`src/rtl/mux8_arb_pkg.sv`:
```
// Shared constants, state encoding and one-hot helper for the mux8 round-robin arbiter.
// Pure declarations with no latency; backpressure does not apply.
package mux8_arb_pkg;

  localparam int N_REQ = 8;
  localparam int SEL_W = 3;

  typedef enum logic {
    ARB_IDLE = 1'b0,
    ARB_OWN  = 1'b1
  } arb_state_t;

  function automatic logic [N_REQ-1:0] onehot(input logic [SEL_W-1:0] i);
    return N_REQ'(1) << i;
  endfunction

endpackage

```
`src/rtl/rr_pick.sv`:
```
// Rotating priority encoder: first set req bit at base, base+1, ... (mod 8).
// Purely combinational; no backpressure.
module rr_pick
  import mux8_arb_pkg::*;
(
  input  logic [N_REQ-1:0] req,
  input  logic [SEL_W-1:0] base,
  output logic             found,
  output logic [SEL_W-1:0] idx
);

  // Scan farthest offset first so the offset closest to base overwrites last.
  always_comb begin
    found = 1'b0;
    idx   = '0;
    for (int k = N_REQ - 1; k >= 0; k--) begin
      if (req[base + k[SEL_W-1:0]]) begin
        found = 1'b1;
        idx   = base + k[SEL_W-1:0];
      end
    end
  end

endmodule

```
`src/rtl/mux8_rr_arbiter.sv`:
```
// Round-robin owner select for mux8 with hold limit; grant one edge after req, handover without idle bubble.
// Owner holds until done, req drop, or hold limit with another requester waiting; losers just keep req high.
module mux8_rr_arbiter
  import mux8_arb_pkg::*;
#(
  parameter int unsigned MAX_HOLD = 4
) (
  input  logic             clk,
  input  logic             rst,
  input  logic [N_REQ-1:0] req,
  input  logic             done,
  output logic [SEL_W-1:0] sel,
  output logic [N_REQ-1:0] grant,
  output logic             valid,
  output logic [3:0]       hold_cnt
);

  localparam logic [3:0] HOLD_MAX = 4'(MAX_HOLD);

  arb_state_t       state, state_nxt;
  logic [SEL_W-1:0] ptr, ptr_nxt, base, pick_idx, sel_nxt;
  logic [N_REQ-1:0] grant_nxt;
  logic             pick_found, valid_nxt, release_now;
  logic [3:0]       hold_nxt;

  // During a release the search starts just past the owner, making it last in line.
  assign base = (state == ARB_OWN) ? sel + 3'd1 : ptr;

  assign release_now = done || !req[sel] ||
                       ((hold_cnt == HOLD_MAX) && ((req & ~grant) != '0));

  rr_pick u_pick (
    .req   (req),
    .base  (base),
    .found (pick_found),
    .idx   (pick_idx)
  );

  always_ff @(posedge clk or posedge rst) begin
    if (rst) state <= ARB_IDLE;
    else     state <= state_nxt;
  end

  always_comb begin
    state_nxt = state;
    unique case (state)
      ARB_IDLE: if (pick_found) state_nxt = ARB_OWN;
      ARB_OWN:  if (release_now && !pick_found) state_nxt = ARB_IDLE;
      default:  state_nxt = ARB_IDLE;
    endcase
  end

  always_comb begin
    sel_nxt   = sel;
    grant_nxt = grant;
    valid_nxt = valid;
    hold_nxt  = hold_cnt;
    ptr_nxt   = ptr;
    unique case (state)
      ARB_IDLE: begin
        if (pick_found) begin
          sel_nxt   = pick_idx;
          grant_nxt = onehot(pick_idx);
          valid_nxt = 1'b1;
          hold_nxt  = 4'd1;
        end
      end
      ARB_OWN: begin
        if (release_now) begin
          ptr_nxt = sel + 3'd1;
          if (pick_found) begin
            sel_nxt   = pick_idx;
            grant_nxt = onehot(pick_idx);
            valid_nxt = 1'b1;
            hold_nxt  = 4'd1;
          end else begin
            grant_nxt = '0;
            valid_nxt = 1'b0;
            hold_nxt  = 4'd0;
          end
        end else if (hold_cnt != HOLD_MAX) begin
          hold_nxt = hold_cnt + 4'd1;
        end
      end
      default: ;
    endcase
  end

  always_ff @(posedge clk or posedge rst) begin
    if (rst) begin
      sel      <= '0;
      grant    <= '0;
      valid    <= 1'b0;
      hold_cnt <= '0;
      ptr      <= '0;
    end else begin
      sel      <= sel_nxt;
      grant    <= grant_nxt;
      valid    <= valid_nxt;
      hold_cnt <= hold_nxt;
      ptr      <= ptr_nxt;
    end
  end

endmodule

```
`config.mk`:
```
export PLATFORM = sky130hd
export DESIGN_NAME = mux8_rr_arbiter
export DESIGN_NICKNAME = d
export VERILOG_FILES = /design/src/rtl/mux8_arb_pkg.sv /design/src/rtl/rr_pick.sv /design/src/rtl/mux8_rr_arbiter.sv
export SDC_FILE = /design/constraint.sdc
export NUM_CORES = 1
export LEC_CHECK = 0
export ABC_AREA = 1
export CORE_ASPECT_RATIO = 1.5
export CORE_MARGIN = 2
export CORE_UTILIZATION = 55
export DETAILED_ROUTE_END_ITERATION = 6
export DONT_BUFFER_PORTS = 1
export PLACE_DENSITY = 0.67
export SLEW_MARGIN = 5
export SYNTH_ARGS = -nofsm -noshare
export SYNTH_HDL_FRONTEND = slang
export SYNTH_HIERARCHICAL = 1
export SYNTH_SLANG_ARGS = --single-unit
```
`constraint.sdc`:
```
create_clock -name clk -period 7.1 [get_ports clk]
set_clock_uncertainty 0.05 [all_clocks]
set_input_delay 1.065 -clock clk [delete_from_list [all_inputs] [get_ports clk]]
set_output_delay 1.065 -clock clk [all_outputs]
set_load 0.01 [all_outputs]
```
==> key figures, run 1 <==
Global routing
  • GR Overflow Total: 0
  • Vias in the first global route: 1,819
  • Met1 Usage GRT: 29.8%
  • Initial antenna violation count: 0
  • Busiest grt layer: met2
  • GR Util All Layers: 27.2%
  • Largest net degree at the start of global routing: 21
  • GR Util met3: 3.50%
  • Met2 Track Usage GR: 48.4%
  • First-pass GRT wire length: 8350 um

Logic synthesis
  • Synth unique cells: 34
  • Register bit total from synthesis: 20
  • Ys async rst share: 100%
  • Post-synth EDFFs: 0
  • Syn_nets: 294
  • Area of the mapped netlist: 1940 um2
  • Synth area leaders: dfrtp_1, nand2_1, nand3_1
  • Share of the synthesized area in the top cell type: 25.9%
  • Synth area leader: dfrtp_1
  • Ys flop type: dfrtp_1
  • Avg Cell Area, Syn: 6.96 um2
  • Sequential cell area fraction in the yosys report: 25.9%
  • Syn. warnings: 6
  • Synth Instances: 278

Cells and area
  • # fillers: 348
  • Seq. cell area: 500 um2
  • Proportion of layout cells with a drive suffix above 1: 20.1%
  • ANT cells: 0
  • Layout Nets: 295
  • Fin area: 2000 um2
  • Multi-input logic area: 1220 um2
  • Area growth syn-to-layout: 3.17%
  • Final Util: 59.0%

CTS
  • Later-pin clock latency in the skew report: 260 ps
  • Clock sink count: 20
  • Post-CTS Setup Repair Bufs: 0
  • Cts hold-fix bufs: 0
  • H-Tree Depth: 1
  • Clock Tree Buf Depth: 2
  • Root Driver: clkbuf_8
  • Reg clk slew, reported paths: 70 ps
  • Num CTS Buffers: 3
  • CTS tree: yes
  • Count of cells resized by post-cts repair: 0

STA
  • RSZ-0062 raised after global routing: false
  • Tcrit/Tclk final: 54.2%
  • Final worst-path setup slack: 3250 ps
  • Max_slew headroom: 49.9%
  • Hold Fails Final Rpt: 0
  • Fmax: 0.260 GHz
  • Setup TNS Final: 0 ps
  • Slew Limit Fails: 0
  • Setup Viol. Count Final: 0
  • Fin crit period: 3850 ps
  • Slew @ Worst Pin: 750 ps

Hold path
  • Hold depth: 2
  • Hold_sp: ptr[0]
  • Hold Crit Endpoint: ptr[0]
  • Hold Path Class: flop to flop

Run status
  • Outcome: complete, no violations

Floorplan
  • Die area: 4020 um2
  • Initial Utilization: 57.2%
  • # IOs: 27
  • Area of the core: 3380 um2
  • Die Y: 76.7 um
  • Die width: 52.4 um
  • # rows: 26

Setup path
  • Reg2Reg Setup Slack: 3250 ps
  • Slowest cell on crit path: dfrtp_1
  • CP Max Fanout: 10
  • Crit Reg-Reg Startpoint: sel[0]
  • R2R Path End: grant[5]
  • Critical path depth: 20
  • CP Class: flop to flop
  • Required time of the critical path: 7240 ps
  • Largest delay share family, worst path: compound AO/OA/AOI/OAI gates
  • Data arrival, critical path: 3980 ps
  • Crit-path most repeated cell: inv_2
  • Startpoint Class: flop
  • CP Cell Sequence: ha_1 -> inv_1 -> o21ai_0 -> buf_4 -> inv_2 -> ha_1 -> inv_2 -> nand3_2 -> and2_4 -> nand2_4 -> nand2_4 -> nor2_4 -> inv_2 -> o21ai_2 -> nand2_1 -> o21ai_1 -> inv_1 -> a2111oi_0 -> nand2_1 -> o21ai_1
  • Register-to-Register Path Depth: 20
  • Worst Setup End Kind: flop
  • Crit path largest cell delay: 520 ps
  • Worst path bufs/invs: 6

Route
  • WL/cell: 15.8 um
  • DRC: 0
  • Routed via count: 1,842
  • Routed vias/inst: 5.76
  • Iteration-0 DRC Markers: 40
  • Drt total wl: 5050 um
  • Final ANT Viol Nets: 0
  • Iteration count of the initial detailed-routing pass: 5

Placed design
  • Global placer's final weighted congestion: 0.853
  • Port bufs: 0
  • Place WS: 3280 ps
  • Placed Area: 1940 um2
  • Final HPWL DP: 4040 um

Run
  • Maxcap violations: 0
layout make-up:
class                   count  share of cell area (%)
clock buffers               4                    2.76
inverters                  35                    7.08
multi-input cells         216                    61.3
flip-flops and latches     20                    25.1
well taps                  42                    2.63
repair buffers              3                    1.13
placed cells by master, fill, tap and decap left out, types with 2 or more instances in the layout:
master	count
xor2_1	2
dfrtp_1	20
nand2_1	79
nand3_1	39
inv_1	26
nand4_1	6
nor2_1	10
ha_1	5
nand2_2	14
clkbuf_8	4
o21ai_0	5
nand2_4	4
buf_4	3
o21ai_1	14
a2111oi_0	3
a21oi_2	2
nand3_2	13
a21oi_1	8
inv_2	7
through the flow:
| step | std cells | hold WS (ps) |
|---|---|---|
| 5_1_grt | 320 | 478 |
| 4_1_cts | 320 | 455 |
| 2_1_floorplan | 278 | 409 |
| 6_report | 320 | 448 |
| 3_3_place_gp | 316 | 443 |
| 3_5_place_dp | 316 | 437 |
layer usage:
metal | up-vias | part of all wire, %
met2 | 49 | 51
met4 | 0 | 5.4
met3 | 28 | 4.2
met1 | 846 | 39
li1 | 919 | -
met5 | - | 0
Yosys cell counts (all sizes together), types with 2 or more instances:
cell type / instances
o21ai: 20
inv: 35
ha: 5
a21oi: 10
xnor2: 2
nor2: 12
a2111oi: 3
buf: 7
dfrtp: 20
nand3: 53
xor2: 2
nand2: 97
nand4: 7
tightest hold or removal path, cell delays in order, from the launching register on:
cell	delay, ps
dfrtp_1	350
nand2_1	50
o21ai_1	60
logic make-up after synthesis:
group                    Yosys count  share of synthesized area, %
AND/OR/NAND/NOR                  172                          46.9
buffers and inverters             42                          10.9
AO/OA/AOI/OAI                     35                          10.3
flip-flops                        20                          25.9
adder cells (fa/ha/maj)            5                          3.23
XOR/XNOR                           4                          2.78
flip-flops by register name (all words and copies together) (netlist names):
name      count
state         1
grant         8
valid         1
ptr           3
hold_cnt      4
sel           3
how the worst max path moves through the flow:
stage	startpoint	to	slack [ps]
2_1_floorplan	sel[0]	grant[5]	3760
3_3_place_gp	sel[0]	grant[7]	3270
3_5_place_dp	sel[0]	grant[7]	3280
4_1_cts	sel[0]	grant[7]	3250
5_1_grt	sel[0]	grant[7]	2850
6_report	sel[0]	grant[5]	3250
Power of run 1 is not shown: default switching activity piles up to over one toggle a cycle in this logic, so the estimate is an artifact.
==> inputs of run 2 (changes only) <==
--- a/config.mk
+++ b/config.mk
@@ -5,7 +5,7 @@
 export SDC_FILE = /design/constraint.sdc
 export NUM_CORES = 1
 export LEC_CHECK = 0
-export ABC_AREA = 1
+export ABC_AREA = 0
 export CORE_ASPECT_RATIO = 1.5
 export CORE_MARGIN = 2
 export CORE_UTILIZATION = 55
==> constraint.sdc (replaced) <==
create_clock -name clk -period 3.8 [get_ports clk]
set_clock_uncertainty 0.05 [all_clocks]
set_input_delay 0.57 -clock clk [delete_from_list [all_inputs] [get_ports clk]]
set_output_delay 0.57 -clock clk [all_outputs]
set_load 0.01 [all_outputs]
==> key figures, run 2 <==
Setup path
  • CP Max Fanout: 9 (was 10)
  • Data arrival, critical path: 3690 ps (was 3980 ps)
  • Startpoint Class: flop (unchanged)
  • CP Class: flop to flop (unchanged)
  • Required time of the critical path: 3890 ps (was 7240 ps)
  • Reg2Reg Setup Slack: 200 ps (was 3250 ps)
  • Worst Setup End Kind: flop (unchanged)

Global routing
  • Largest net degree at the start of global routing: 22 (was 21)
  • GR Util All Layers: 24.9% (was 27.2%)
  • Vias in the first global route: 1,628 (was 1,819)
  • First-pass GRT wire length: 7660 um (was 8350 um)
  • Initial antenna violation count: 0 (unchanged)
  • GR Overflow Total: 0 (unchanged)

Logic synthesis
  • Sequential cell area fraction in the yosys report: 26.3% (was 25.9%)
  • Synth Instances: 185 (was 278)
  • Avg Cell Area, Syn: 10.3 um2 (was 6.96 um2)
  • Register bit total from synthesis: 20 (unchanged)
  • Syn_nets: 201 (was 294)
  • Share of the synthesized area in the top cell type: 26.3% (was 25.9%)
  • Area of the mapped netlist: 1910 um2 (was 1940 um2)
  • Most instantiated cells after synthesis: dfrtp_1, inv_1, nand2_1 (was nand2_1, nand3_1, inv_1)
  • Syn. warnings: 6 (unchanged)
  • Post-synth EDFFs: 0 (unchanged)
  • Synth area leaders: dfrtp_1, mux4_1, mux4_2 (was dfrtp_1, nand2_1, nand3_1)
  • Synth unique cells: 55 (was 34)
  • Synth area leader: dfrtp_1 (unchanged)
  • Ys async rst share: 100% (unchanged)
  • Cell with the most instances after synthesis: dfrtp_1 (was nand2_1)
  • Ys flop type: dfrtp_1 (unchanged)

Cells and area
  • ANT cells: 0 (unchanged)
  • Most frequent cells in the layout: dfrtp_1, inv_1, nand2_1, a21oi_1 (was nand2_1, nand3_1, inv_1, dfrtp_1)
  • Fin cells: 230 (was 320)
  • Layout Nets: 205 (was 295)
  • Area growth syn-to-layout: 4.99% (was 3.17%)
  • Commonest non-fill, non-tap cell in the layout: dfrtp_1 (was nand2_1)
  • Seq. cell area: 502 um2 (was 500 um2)
  • # fillers: 275 (was 348)
  • Regs by FF count: grant (8), hold_cnt (4) (unchanged)
  • Fin area: 2000 um2 (about the same)
  • Final Util: 59.7% (was 59.0%)
  • Max reg flops: 8 (unchanged)
  • Multi-input logic area: 1290 um2 (was 1220 um2)
  • Proportion of layout cells with a drive suffix above 1: 19.1% (was 20.1%)
  • Largest Register: grant (unchanged)

CTS
  • Clock sink count: 20 (unchanged)
  • Num CTS Buffers: 3 (unchanged)
  • Root Driver: clkbuf_8 (unchanged)
  • Clock Tree Buf Depth: 2 (unchanged)
  • Cts hold-fix bufs: 0 (unchanged)
  • Later-pin clock latency in the skew report: 250 ps (was 260 ps)
  • H-Tree Depth: 1 (unchanged)
  • Reg clk slew, reported paths: 70 ps (about the same)
  • Post-CTS Setup Repair Bufs: 0 (unchanged)
  • CTS tree: yes (unchanged)

Floorplan
  • # IOs: 27 (unchanged)
  • # rows: 26 (unchanged)
  • Area of the core: 3350 um2 (was 3380 um2)
  • Die width: 52.1 um (was 52.4 um)
  • Initial Utilization: 56.9% (was 57.2%)
  • Die Y: 76.1 um (was 76.7 um)
  • Die area: 3960 um2 (was 4020 um2)

Route
  • WL/cell: 19.8 um (was 15.8 um)
  • DRC: 0 (unchanged)
  • Drt total wl: 4560 um (was 5050 um)
  • Iteration count of the initial detailed-routing pass: 4 (was 5)
  • Iteration-0 DRC Markers: 35 (was 40)
  • Final ANT Viol Nets: 0 (unchanged)
  • Routed via count: 1,564 (was 1,842)
  • Routed vias/inst: 6.80 (was 5.76)

Run
  • Maxcap violations: 0 (unchanged)

Placed design
  • Placed Area: 1950 um2 (was 1940 um2)
  • Final HPWL DP: 3460 um (was 4040 um)
  • Placed Cells: 226 (was 316)
  • Port bufs: 0 (unchanged)
  • Global placer's final weighted congestion: 0.895 (was 0.853)

STA
  • Setup Viol. Count Final: 0 (unchanged)
  • Max_slew headroom: 48.2% (was 49.9%)
  • Fmax: 0.278 GHz (was 0.260 GHz)
  • Tcrit/Tclk final: 94.8% (was 54.2%)
  • Slew @ Worst Pin: 776 ps (was 750 ps)
  • RSZ-0062 raised after global routing: false (unchanged)
  • Setup TNS Final: 0 ps (unchanged)
  • Hold Fails Final Rpt: 0 (unchanged)
  • Fin crit period: 3600 ps (was 3850 ps)
  • Slew Limit Fails: 0 (unchanged)

Hold path
  • Hold Path Class: input pin to async pin (was flop to flop)

Run status
  • Outcome: complete, no violations (unchanged)
run 2: cell count changes after synthesis, moves of 7 or more:
cell and change:
o21ai_1 -13, nand2_2 -12, inv_2 -7, nand3_2 -13, mux4_1 +7, mux2i_1 +8, nand3_1 -39, nand2_1 -67
inv_1 -11, a32o_1 +8
run 2: cells by family after synthesis:
group / after synthesis / share of synthesized area (%)
adder cells (fa/ha/maj): 5 / 3.28
AO/OA/AOI/OAI: 52 / 20.1
multiplexers: 31 / 27.2
buffers and inverters: 23 / 6.11
flip-flops: 20 / 26.3
XOR/XNOR: 4 / 1.84
AND/OR/NAND/NOR: 50 / 15.2
run 2: cell type report:
cell class                      count  area share [%]
Clock buffer                        4            2.25
Inverter                           15            2.81
Multi-Input combinational cell    142            64.6
Sequential cell                    20            25.1
Tap cell                           42            2.63
Timing Repair Buffer                7            2.63
run 2: per-layer routing:
layer | vias up | track usage (%) | part of all wire (%)
li1 | 721 | - | -
met1 | 763 | 28.9 | 39
met2 | 66 | 43.0 | 53
met3 | 14 | 4.12 | 4.5
met4 | 0 | 11.6 | 3.2
met5 | - | 0 | 0
run 2: path summary, 6_finish.rpt:
path | from | endpoint | cells past startpoint
worst max-delay path | sel[0] | grant[0] | 12
worst min-delay path | rst | hold_cnt[1] | 1
worst max register to register | sel[0] | grant[0] | 12
worst min register to register | ptr[1] | ptr[1] | 1
max in group asynchronous | rst | sel[0] | 1
min in group clk | ptr[1] | ptr[1] | 1
run 2: timing repair:
item	4_1_cts	5_1_grt
endpoints found under the hold margin	0	0
setup endpoints to repair	0	3
gates resized for setup	0	1
run 2: through the flow:
step / hold WS (ps) / setup slack [ps]
after floorplan: 427 / 47.3
after global placement: 445 / 354
after detailed placement: 451 / 260
after CTS: 310 / 235
after global routing: 356 / 6.54
final: 295 / 199
run 2: worst max-delay path, stage by stage (launching register included):
cell	delay (ps)
dfrtp_2	410
ha_1	310
mux2_2	290
inv_2	110
ha_1	310
mux4_1	450
mux2_4	320
a221oi_1	260
and3_1	210
nor3_1	50
nor2_1	310
nor2_1	120
a32o_1	280
Power of run 2 is left out for the same reason.
==> inputs of run 3 (changes only) <==
--- a/config.mk
+++ b/config.mk
@@ -9,6 +9,7 @@
 export CORE_ASPECT_RATIO = 1.5
 export CORE_MARGIN = 2
 export CORE_UTILIZATION = 55
+export CTS_BUF_LIST = sky130_fd_sc_hd__clkbuf_4 sky130_fd_sc_hd__clkbuf_8
 export DETAILED_ROUTE_END_ITERATION = 6
 export DONT_BUFFER_PORTS = 1
 export PLACE_DENSITY = 0.67
==> key figures, run 3 (synthesis gave the netlist of run 2 again) <==
Run status
  • Outcome: complete, no violations (unchanged)

CTS
  • Post-CTS Setup Repair Bufs: 0 (unchanged)
  • Cts hold-fix bufs: 0 (unchanged)
  • H-Tree Depth: 1 (unchanged)
  • Reg clk slew, reported paths: 70 ps (about the same)
  • Root Driver: clkbuf_8 (unchanged)
  • Clock sink count: 20 (unchanged)
  • CTS tree: yes (unchanged)
  • Clock Tree Buf Depth: 2 (unchanged)
  • Later-pin clock latency in the skew report: 250 ps (about the same)
  • Num CTS Buffers: 3 (unchanged)

Cells and area
  • Max reg flops: 8 (unchanged)
  • Regs by FF count: grant (8), hold_cnt (4) (unchanged)
  • # fillers: 275 (unchanged)
  • Layout Nets: 205 (unchanged)
  • ANT cells: 0 (unchanged)
  • Proportion of layout cells with a drive suffix above 1: 19.7% (was 19.1%)
  • Commonest non-fill, non-tap cell in the layout: dfrtp_1 (unchanged)
  • Area growth syn-to-layout: 5.19% (was 4.99%)
  • Largest Register: grant (unchanged)
  • Most frequent cells in the layout: dfrtp_1, inv_1, nand2_1, a21oi_1 (unchanged)
  • Final Util: 59.8% (was 59.7%)
  • Fin cells: 230 (unchanged)

Setup path
  • Worst Setup End Kind: flop (unchanged)
  • Required time of the critical path: 3940 ps (was 3890 ps)
  • Startpoint Class: flop (unchanged)
  • Reg2Reg Setup Slack: 200 ps (about the same)
  • Data arrival, critical path: 3740 ps (was 3690 ps)
  • CP Max Fanout: 9 (unchanged)
  • CP Class: flop to flop (unchanged)

Floorplan
  • # IOs: 27 (unchanged)
  • Die area: 3960 um2 (unchanged)
  • Area of the core: 3350 um2 (unchanged)
  • Die Y: 76.1 um (unchanged)
  • Initial Utilization: 56.9% (unchanged)
  • # rows: 26 (unchanged)
  • Die width: 52.1 um (unchanged)

Global routing
  • First-pass GRT wire length: 7660 um (unchanged)
  • Vias in the first global route: 1,629 (was 1,628)
  • Largest net degree at the start of global routing: 22 (unchanged)
  • GR Overflow Total: 0 (unchanged)
  • Initial antenna violation count: 0 (unchanged)
  • GR Util All Layers: 24.9% (unchanged)

Route
  • WL/cell: 19.8 um (about the same)
  • Final ANT Viol Nets: 0 (unchanged)
  • Routed vias/inst: 6.77 (was 6.80)
  • Iteration-0 DRC Markers: 36 (was 35)
  • Routed via count: 1,557 (was 1,564)
  • Iteration count of the initial detailed-routing pass: 4 (unchanged)
  • Drt total wl: 4560 um (about the same)
  • DRC: 0 (unchanged)

STA
  • Hold_ws: 295 ps (about the same)
  • Setup Viol. Count Final: 0 (unchanged)
  • Tcrit/Tclk final: 94.8% (about the same)
  • Slew @ Worst Pin: 777 ps (was 776 ps)
  • Max_slew headroom: 48.1% (was 48.2%)
  • Fin crit period: 3600 ps (about the same)
  • Hold Fails Final Rpt: 0 (unchanged)
  • RSZ-0062 raised after global routing: false (unchanged)
  • Fmax: 0.278 GHz (about the same)
  • Setup TNS Final: 0 ps (unchanged)
  • Slew Limit Fails: 0 (unchanged)

Placed design
  • Port bufs: 0 (unchanged)
  • Final HPWL DP: 3460 um (unchanged)
  • Placed Cells: 226 (unchanged)
  • Global placer's final weighted congestion: 0.895 (unchanged)

Hold path
  • Hold Path Class: input pin to async pin (unchanged)

Run
  • Maxcap violations: 0 (unchanged)
[run 3: cell counts in the layout (fill, tap and decap cells not counted)]
No cell type changed its count.
[run 3: layer usage]
metal / vias to the layer above / GRT usage [%] / share of wire (%)
li1: 721 / - / -
met1: 759 / 28.9 / 39
met2: 63 / 43.0 / 53
met3: 14 / 4.12 / 4.7
met4: 0 / 11.6 / 3.2
met5: - / 0 / 0
[run 3: through the flow]
step	cell area [um2]	setup slack, ps
after global placement	1950	354
after floorplan	1910	47.3
after global routing	2000	5.76
after detailed placement	1950	260
final	2000	199
after CTS	2000	237
[run 3: timing repair]
action | CTS | global route
endpoints found under the hold margin | 0 | 0
gates resized for setup | 0 | 1
setup endpoints to repair | 0 | 3
[run 3: path summary, 6_finish.rpt]
path,start,end,cells past startpoint
hold / removal,rst,hold_cnt[1],1
setup reg to reg,sel[0],grant[6],12
max in group asynchronous,rst,sel[0],1
hold reg to reg,ptr[1],ptr[1],1
setup / recovery,sel[0],grant[6],12
min in group clk,ptr[1],ptr[1],1
[run 3: critical path, stage by stage (launching register included)]
cell and delay [ps]:
dfrtp_2 410, ha_1 310, mux2_2 290, inv_2 110, ha_1 310, mux4_1 450, mux2_4 320, a221oi_1 260
and3_1 210, nor3_1 50, nor2_1 310, nor2b_1 260, a32o_1 190
[run 3: cell type report]
class / instances / area, um2 / area share (%)
Tap cell: 42 / 52.6 / 2.62
Inverter: 15 / 56.3 / 2.81
Sequential cell: 20 / 502 / 25.0
Clock buffer: 4 / 48.8 / 2.43
Multi-Input combinational cell: 142 / 1290 / 64.5
Timing Repair Buffer: 7 / 52.6 / 2.62
Power of run 3 is left out for the same reason.
